### src/rtl/tt_pkg.sv
// Shared definitions for the truth-table evaluator: table width helper,
// FSM state encoding and the default function (matches the legacy 3-input cell).
package tt_pkg;

    function automatic int TT_W(input int n);
        return 1 << n;
    endfunction

    typedef enum logic {
        IDLE  = 1'b0,
        SWEEP = 1'b1
    } state_t;

    localparam logic [7:0] TT_DEFAULT = 8'h7E;

endpackage

### src/rtl/tt_cfg_shift.sv
// Serial truth-table loader: MSB-first shadow shift register, bit counter and
// a commit strobe asserted on the cycle that carries the final bit.
module tt_cfg_shift
    import tt_pkg::*;
#(
    parameter int N_IN = 3
) (
    input  logic                  clk,
    input  logic                  rst_n,
    input  logic                  cfg_valid,
    input  logic                  cfg_bit,
    output logic [TT_W(N_IN)-1:0] load_value,
    output logic                  commit,
    output logic                  busy
);

    localparam int TW = TT_W(N_IN);
    localparam logic [N_IN:0] CNT_LAST = (N_IN + 1)'(TW - 1);
    localparam logic [N_IN:0] CNT_ONE  = (N_IN + 1)'(1);

    // Only TW-1 bits need storing; the last bit arrives live with the commit.
    logic [TW-2:0] sh;
    logic [N_IN:0] cnt;

    assign load_value = {sh, cfg_bit};
    assign commit     = cfg_valid && (cnt == CNT_LAST);
    assign busy       = (cnt != '0);

    always_ff @(posedge clk) begin
        if (!rst_n) begin
            sh  <= '0;
            cnt <= '0;
        end else if (cfg_valid) begin
            sh  <= load_value[TW-2:0];
            cnt <= commit ? '0 : cnt + CNT_ONE;
        end
    end

endmodule

### src/rtl/truth_table_eval.sv
// Reprogrammable N-input Boolean function evaluator with a registered
// valid/ready output stage and a whole-table sweep mode.
module truth_table_eval
    import tt_pkg::*;
#(
    parameter int                   N_IN     = 3,
    parameter logic [TT_W(N_IN)-1:0] TT_RESET = TT_DEFAULT
) (
    input  logic            clk,
    input  logic            rst_n,
    input  logic            cfg_valid,
    input  logic            cfg_bit,
    output logic            cfg_busy,
    input  logic            sweep_start,
    input  logic            in_valid,
    output logic            in_ready,
    input  logic [N_IN-1:0] in_data,
    output logic            out_valid,
    input  logic            out_ready,
    output logic            out_data,
    output logic [N_IN-1:0] out_index,
    output logic            out_last,
    output state_t          dbg_state
);

    localparam int TW = TT_W(N_IN);
    localparam logic [N_IN-1:0] ROW_LAST = '1;
    localparam logic [N_IN-1:0] ROW_ONE  = N_IN'(1);

    logic [TW-1:0]   tt;
    logic [TW-1:0]   cfg_value;
    logic            cfg_commit;
    state_t          state, state_next;
    logic [N_IN-1:0] row, row_next;
    logic            out_free;
    logic            load;
    logic            ld_data;
    logic            ld_last;
    logic [N_IN-1:0] ld_index;

    tt_cfg_shift #(.N_IN(N_IN)) u_cfg (
        .clk        (clk),
        .rst_n      (rst_n),
        .cfg_valid  (cfg_valid),
        .cfg_bit    (cfg_bit),
        .load_value (cfg_value),
        .commit     (cfg_commit),
        .busy       (cfg_busy)
    );

    always_ff @(posedge clk) begin
        if (!rst_n) begin
            tt <= TT_RESET;
        end else if (cfg_commit) begin
            tt <= cfg_value;
        end
    end

    // Handshake: a transfer happens on a rising edge where valid && ready.
    // The output register accepts a new value when empty or being drained.
    assign out_free  = !out_valid || out_ready;
    assign in_ready  = (state == IDLE) && !sweep_start && out_free;
    assign dbg_state = state;

    always_comb begin
        state_next = state;
        row_next   = row;
        load       = 1'b0;
        ld_data    = 1'b0;
        ld_index   = '0;
        ld_last    = 1'b0;
        case (state)
            IDLE: begin
                // A sweep request outranks a concurrent evaluation; row 0 is
                // issued immediately when the output stage has room.
                if (sweep_start) begin
                    state_next = SWEEP;
                    row_next   = '0;
                    if (out_free) begin
                        load     = 1'b1;
                        ld_data  = tt[0];
                        row_next = ROW_ONE;
                    end
                end else if (in_valid && out_free) begin
                    load     = 1'b1;
                    ld_data  = tt[in_data];
                    ld_index = in_data;
                end
            end
            SWEEP: begin
                if (out_free) begin
                    load     = 1'b1;
                    ld_data  = tt[row];
                    ld_index = row;
                    ld_last  = (row == ROW_LAST);
                    row_next = row + ROW_ONE;
                    if (row == ROW_LAST) begin
                        state_next = IDLE;
                    end
                end
            end
            default: state_next = IDLE;
        endcase
    end

    always_ff @(posedge clk) begin
        if (!rst_n) begin
            state     <= IDLE;
            row       <= '0;
            out_valid <= 1'b0;
            out_data  <= 1'b0;
            out_index <= '0;
            out_last  <= 1'b0;
        end else begin
            state <= state_next;
            row   <= row_next;
            if (load) begin
                out_valid <= 1'b1;
                out_data  <= ld_data;
                out_index <= ld_index;
                out_last  <= ld_last;
            end else if (out_ready) begin
                out_valid <= 1'b0;
            end
        end
    end

endmodule
### config.mk
export PLATFORM = sky130hd
export DESIGN_NAME = truth_table_eval
export DESIGN_NICKNAME = d
export VERILOG_FILES = /design/src/rtl/tt_pkg.sv /design/src/rtl/tt_cfg_shift.sv /design/src/rtl/truth_table_eval.sv
export SDC_FILE = /design/constraint.sdc
export NUM_CORES = 1
export LEC_CHECK = 0
export ABC_AREA = 0
export CORE_ASPECT_RATIO = 0.75
export CORE_UTILIZATION = 57
export DETAILED_ROUTE_END_ITERATION = 6
export GPL_ROUTABILITY_DRIVEN = 0
export GPL_TIMING_DRIVEN = 0
export HOLD_SLACK_MARGIN = 0.15
export PLACE_DENSITY = 0.83
export SYNTH_ARGS = -nofsm -noshare
export SYNTH_HDL_FRONTEND = slang
export SYNTH_SLANG_ARGS = --single-unit
### constraint.sdc
create_clock -name clk -period 2.4 [get_ports clk]
set_input_delay 0.48 -clock clk [delete_from_list [all_inputs] [get_ports clk]]
set_output_delay 0.48 -clock clk [all_outputs]
set_load 0.03 [all_outputs]
==> impl_metrics.csv, run 1 <==
group,metric,value,unit
outcome,status,"completed",
critical_path,worstSetupPathType,"in2out",
floorplan,die_h,44.4,µm
run,cap_violations,0,
logic_synthesis,synth_edf_count,0,
worst_hold_path,hold_path_depth,2,
placed_design,placedInstanceArea,1590,µm²
sta,hold_ws,0.457,ns
global_routing,grt_pass1_wl,4730,µm
logic_synthesis,yosysMostFrequentCell,"dfxtp_1",
logic_synthesis,synth.top_cell.area_share,0.425,
cts,cts_tree,"yes",
floorplan,fp.dieW,58.5,µm
cts,cts_buffers,5,
finish,drive_above_1_share,0.0925,
critical_path,cp-end-kind,"output pin",
drt,vias_per_cell,5.66,
critical_path,r2r_cells,5,
floorplan,core_area,2140,µm²
placed_design,numPortBuffers,18,
sta,worst_slew_pin_slew,0.552,ns
critical_path,required,1.92,ns
floorplan,rows,14,
floorplan,start_util,0.639,
floorplan,die_area,2600,µm²
finish,stdcell_area,1640,µm²
global_routing,grt_pass1_vias,1060,
drt,ant_nets,0,
sta,rsz0062_at_grt,"false",
drt,first_iter_violations,46,
drt,dr.pass1.iters,4,
sta,hold_viol,0,
critical_path,cp-start-kind,"input port",
drt,drt-total-wl,2970,µm
power,vdd_drop_max,0.000362,V
logic_synthesis,postSynthCellCount,148,
logic_synthesis,yosysTopAreaCell,"dfxtp_1",
floorplan,ios,19,
worst_hold_path,hold_path_class,"reg2reg",
cts,cts_num_sinks,29,
critical_path,worstPathMaxFanout,8,
logic_synthesis,synth_flop_cell,"dfxtp_1",
logic_synthesis,ys_seq_area_frac,0.425,
sta,fmax,0.442,GHz
logic_synthesis,avgSynthCellArea,9.23,µm²
logic_synthesis,synth_common_cells,"dfxtp_1, nand2_1, nor2_1, mux2i_1",
logic_synthesis,synthTopCellsByArea,"dfxtp_1, mux2i_1, nand2_1",
finish,area_growth_syn_to_layout,20.1,%
power,power_density,580,nW/µm²
sta,max_slew_margin,0.630,
sta,skew,0.00925,ns
cts,cts.root.buffer_cell,"clkbuf_4",
logic_synthesis,syn_area,1370,µm²
sta,period_share,0.943,
finish,num-fill-cells,169,
drt,vias,1161,
cts,ctsHtreeMaxLevel,2,
cts,post-cts-setup-buffer-count,0,
logic_synthesis,async_flop_share,0,
sta,drv_slew,0,
critical_path,critPathArrivalTime,1.78,ns
power,p_leak,0.677,nW
finish,nNetsFinal,187,
logic_synthesis,yosys_warnings,0,
logic_synthesis,yosys.cell_types.count,31,
logic_synthesis,synth_nets,162,
global_routing,grt-ovfl-total,0,
placed_design,dp_hpwl,2160,µm
sta,period_needed,2.26,ns
sta,final-setup-viol-count,0,
global_routing,grt_start_max_net_pins,11,
cts,clkSlewWorstSetupHoldPaths,0.09,ns
drt,wl_per_cell,14.5,µm
finish,diodes,0,
logic_synthesis,ys_seq_elements,29,
global_routing,grtUsageTotal,0.254,
global_routing,antenna_found_initial,0,
finish,final_util,0.768,
cts,cts_buffer_depth,2,
drt,drcViolationCount,0,
cts,worstSkewPairLatency,0.33,ns
[metal layers]
metal | vias to the layer above | part of all wire | wire (µm) | global-route usage
met2 | 45 | 0.43 | 1280 | 0.377
met5 | - | 0 | 0 | 0
met1 | 536 | 0.49 | 1450 | 0.346
met3 | 12 | 0.063 | 188 | 0.0760
li1 | 568 | - | - | -
met4 | 0 | 0.019 | 57 | 0.110
[repair_timing]
item,in CTS,in global routing
setup endpoints to repair,1,0
hold buffers,0,0
gates resized for setup,1,0
[worst max-delay path, stage by stage]
cell and delay [ns]:
clkdlybuf4s50_1 0.57, nor3_2 0.30, dlygate4sd2_1 0.43
[power breakdown]
group / leakage, nW / internal, mW / switching (mW) / total, mW
sequential: 0.236 / 0.495 / 0.0146 / 0.509
clock: 0.0314 / 0.138 / 0.164 / 0.302
combinational: 0.409 / 0.0649 / 0.0752 / 0.140
[final cells by class]
class	count	area [µm²]	share of cell area
Sequential cell	29	581	0.354
Tap cell	32	40.0	0.0244
Clock buffer	7	55.1	0.0336
Timing Repair Buffer	18	179	0.109
Buffer	6	27.5	0.0168
Inverter	5	18.8	0.0114
Multi-Input combinational cell	108	739	0.451
[stage by stage]
stage	setup slack, ns	setup TNS, ns	instances	power, mW
finish	0.137	0	205	0.952
floorplan	0.741	0	148	0.604
detailed placement	-0.120	-0.120	198	0.660
CTS	0.141	0	205	0.953
global placement	-0.116	-0.116	198	0.655
global route	0.0947	0	205	0.988
[worst paths after layout]
check          startpoint        to  slack (ns)
max           sweep_start  in_ready        0.14
min           u_cfg.sh[6]     tt[7]        0.46
max reg2reg  u_cfg.cnt[1]     tt[0]        0.88
min reg2reg   u_cfg.sh[6]     tt[7]        0.46
[state kept, by name (all words and copies together) (netlist names)]
register / flops
out_data: 1
out_index: 3
dbg_state: 1
tt: 8
u_cfg.cnt: 4
row: 3
u_cfg.sh: 7
out_valid: 1
out_last: 1
[cell usage in the layout (no fill, tap or decap), types with 2 or more instances in the layout]
cell,Yosys,final
clkbuf_4,0,5
nor2_1,18,18
mux2i_1,12,12
buf_2,4,4
inv_1,5,5
ha_1,4,4
mux2_2,2,2
nand2b_1,2,2
nand4_1,2,2
mux4_1,2,2
nor2b_1,7,7
nand4b_1,2,2
dfxtp_1,29,29
a21oi_1,6,6
clkbuf_1,2,3
o21ai_0,2,2
a22oi_1,6,6
clkdlybuf4s50_1,0,17
nand3_1,7,7
a22o_1,2,2
nand2_1,22,22
[cell families after synthesis]
family                   Yosys count  synth area share
AO/OA/AOI/OAI                     21             0.111
buffers and inverters             11            0.0339
XOR/XNOR                           1           0.00641
adder cells (fa/ha/maj)            4            0.0366
AND/OR/NAND/NOR                   65             0.228
flip-flops                        29             0.425
multiplexers                      17             0.159
No activity file was read; power rests on OpenSTA's default activity.
==> run 2, diff against run 1 <==
SLEW_MARGIN = 20   (was not set)
==> results of run 2 <==
The final DEF is identical to that of run 1; final timing and power are the same.
==> run 3, diff against run 2 <==
clock period = 2.9 ns   (was 2.4 ns; I/O delays follow)
==> impl_metrics.csv, run 3 (synthesized netlist as in run 1, its figures left out) <==
group,metric,value,unit
outcome,status,"completed",
power,internal_power,0.578,mW
drt,vias,1161,
sta,skew,0.00925,ns
critical_path,worstSetupPathType,"in2out",
critical_path,cp-end-kind,"output pin",
cts,ctsHtreeMaxLevel,2,
global_routing,grt_start_max_net_pins,11,
critical_path,r2r_end,"tt[0]",
critical_path,rr_startpoint,"u_cfg.cnt[1]",
cts,cts_buffers,5,
critical_path,r2r_cells,5,
drt,dr.pass1.iters,4,
cts,cts_buffer_depth,2,
floorplan,die_h,44.4,µm
sta,fmax,0.363,GHz
sta,hold_ws,0.457,ns
sta,final-setup-viol-count,0,
finish,drive_above_1_share,0.0925,
global_routing,antenna_found_initial,0,
sta,setup_tns,0,ns
global_routing,grtUsageTotal,0.254,
cts,post-cts-setup-buffer-count,0,
power,p_seq_frac,0.534,
power,p_leak,0.674,nW
sta,rsz0062_at_grt,"false",
drt,wl_per_cell,14.5,µm
finish,layout_commonest_cell,"dfxtp_1",
critical_path,reg2reg_slack,1.38,ns
sta,period_share,0.950,
power,p_clk_frac,0.317,
sta,worst_slew_pin_slew,0.552,ns
power,switchingPower,0.210,mW
drt,drcViolationCount,0,
floorplan,rows,14,
sta,max_slew_margin,0.630,
critical_path,worstPathMaxFanout,8,
finish,nNetsFinal,187,
cts,cts_num_sinks,29,
power,vdd_drop_max,0.000300,V
cts,post_cts_resized,0,
power,pwr-share-comb,0.148,
finish,area_growth_syn_to_layout,20.1,%
critical_path,required,2.32,ns
cts,postCtsHoldBufs,0,
floorplan,start_util,0.639,
floorplan,die_area,2600,µm²
drt,first_iter_violations,46,
sta,period_needed,2.75,ns
run,cap_violations,0,
finish,top_regs,"tt (8), u_cfg.sh (7), u_cfg.cnt (4)",
sta,hold_viol,0,
power,switching_share,0.267,
critical_path,critPathArrivalTime,2.17,ns
floorplan,ios,19,
drt,drt-total-wl,2970,µm
finish,diodes,0,
placed_design,numPortBuffers,18,
finish,top_register,"tt",
critical_path,cp-endpoint,"in_ready",
cts,clkSlewWorstSetupHoldPaths,0.09,ns
worst_hold_path,hold_path_class,"reg2reg",
cts,cts.root.buffer_cell,"clkbuf_4",
finish,largest_reg_flops,8,
cts,cts_tree,"yes",
critical_path,cp-start-kind,"input port",
global_routing,grt_pass1_wl,4730,µm
placed_design,dp_hpwl,2160,µm
finish,mostFrequentLayoutCells,"dfxtp_1, nand2_1, nor2_1, clkdlybuf4s50_1, mux2i_1",
sta,drv_slew,0,
drt,ant_nets,0,
drt,vias_per_cell,5.66,
cts,worstSkewPairLatency,0.33,ns
global_routing,grt_pass1_vias,1060,
critical_path,startpoint,"sweep_start",
global_routing,grt-ovfl-total,0,
floorplan,fp.dieW,58.5,µm
floorplan,core_area,2140,µm²
power,power_density,480,nW/µm²
run 3: critical path: stages:
cell	delay [ns]
clkdlybuf4s50_1	0.57
nor3_2	0.31
clkdlybuf4s50_1	0.72
run 3: layer usage:
metal	GRT usage	up-vias	wire length [µm]
met4	0.110	0	57
met1	0.346	536	1450
li1	-	568	-
met3	0.0760	12	188
met2	0.377	45	1280
met5	0	-	0
run 3: power by group through the flow:
stage,combinational [mW],clock [mW],sequential (mW)
after global routing,0.127,0.268,0.423
after detailed placement,0.116,0,0.431
final,0.117,0.250,0.421
after CTS,0.116,0.252,0.421
after floorplan,0.0613,0,0.438
after global placement,0.112,0,0.430
run 3: how the worst min path moves through the flow:
stage,start,end,slack (ns),cells past startpoint
2_1_floorplan,u_cfg.sh[6],tt[7],0.43,2
5_1_grt,out_index[1],out_index[1],0.50,2
3_3_place_gp,u_cfg.sh[6],tt[7],0.45,2
4_1_cts,u_cfg.sh[6],tt[7],0.46,2
3_5_place_dp,u_cfg.sh[6],tt[7],0.45,2
6_report,u_cfg.sh[6],tt[7],0.46,2
run 3: cell type report:
type,instances,area (µm²)
flip-flops and latches,29,581
well taps,32,40.0
inverters,5,18.8
multi-input cells,108,739
plain buffers,6,27.5
clock buffers,7,55.1
fillers,170,495
repair buffers,18,180
run 3: through the flow:
stage | util | worst slack (ns) | cell area [µm²] | power [mW] | std cells
5_1_grt | 0.768 | 0.0987 | 1640 | 0.819 | 205
2_1_floorplan | - | 1.14 | 1370 | 0.500 | 148
4_1_cts | 0.768 | 0.149 | 1640 | 0.789 | 205
6_report | 0.768 | 0.146 | 1640 | 0.788 | 205
3_5_place_dp | 0.742 | 0.180 | 1590 | 0.546 | 198
3_3_place_gp | 0.742 | 0.184 | 1590 | 0.542 | 198
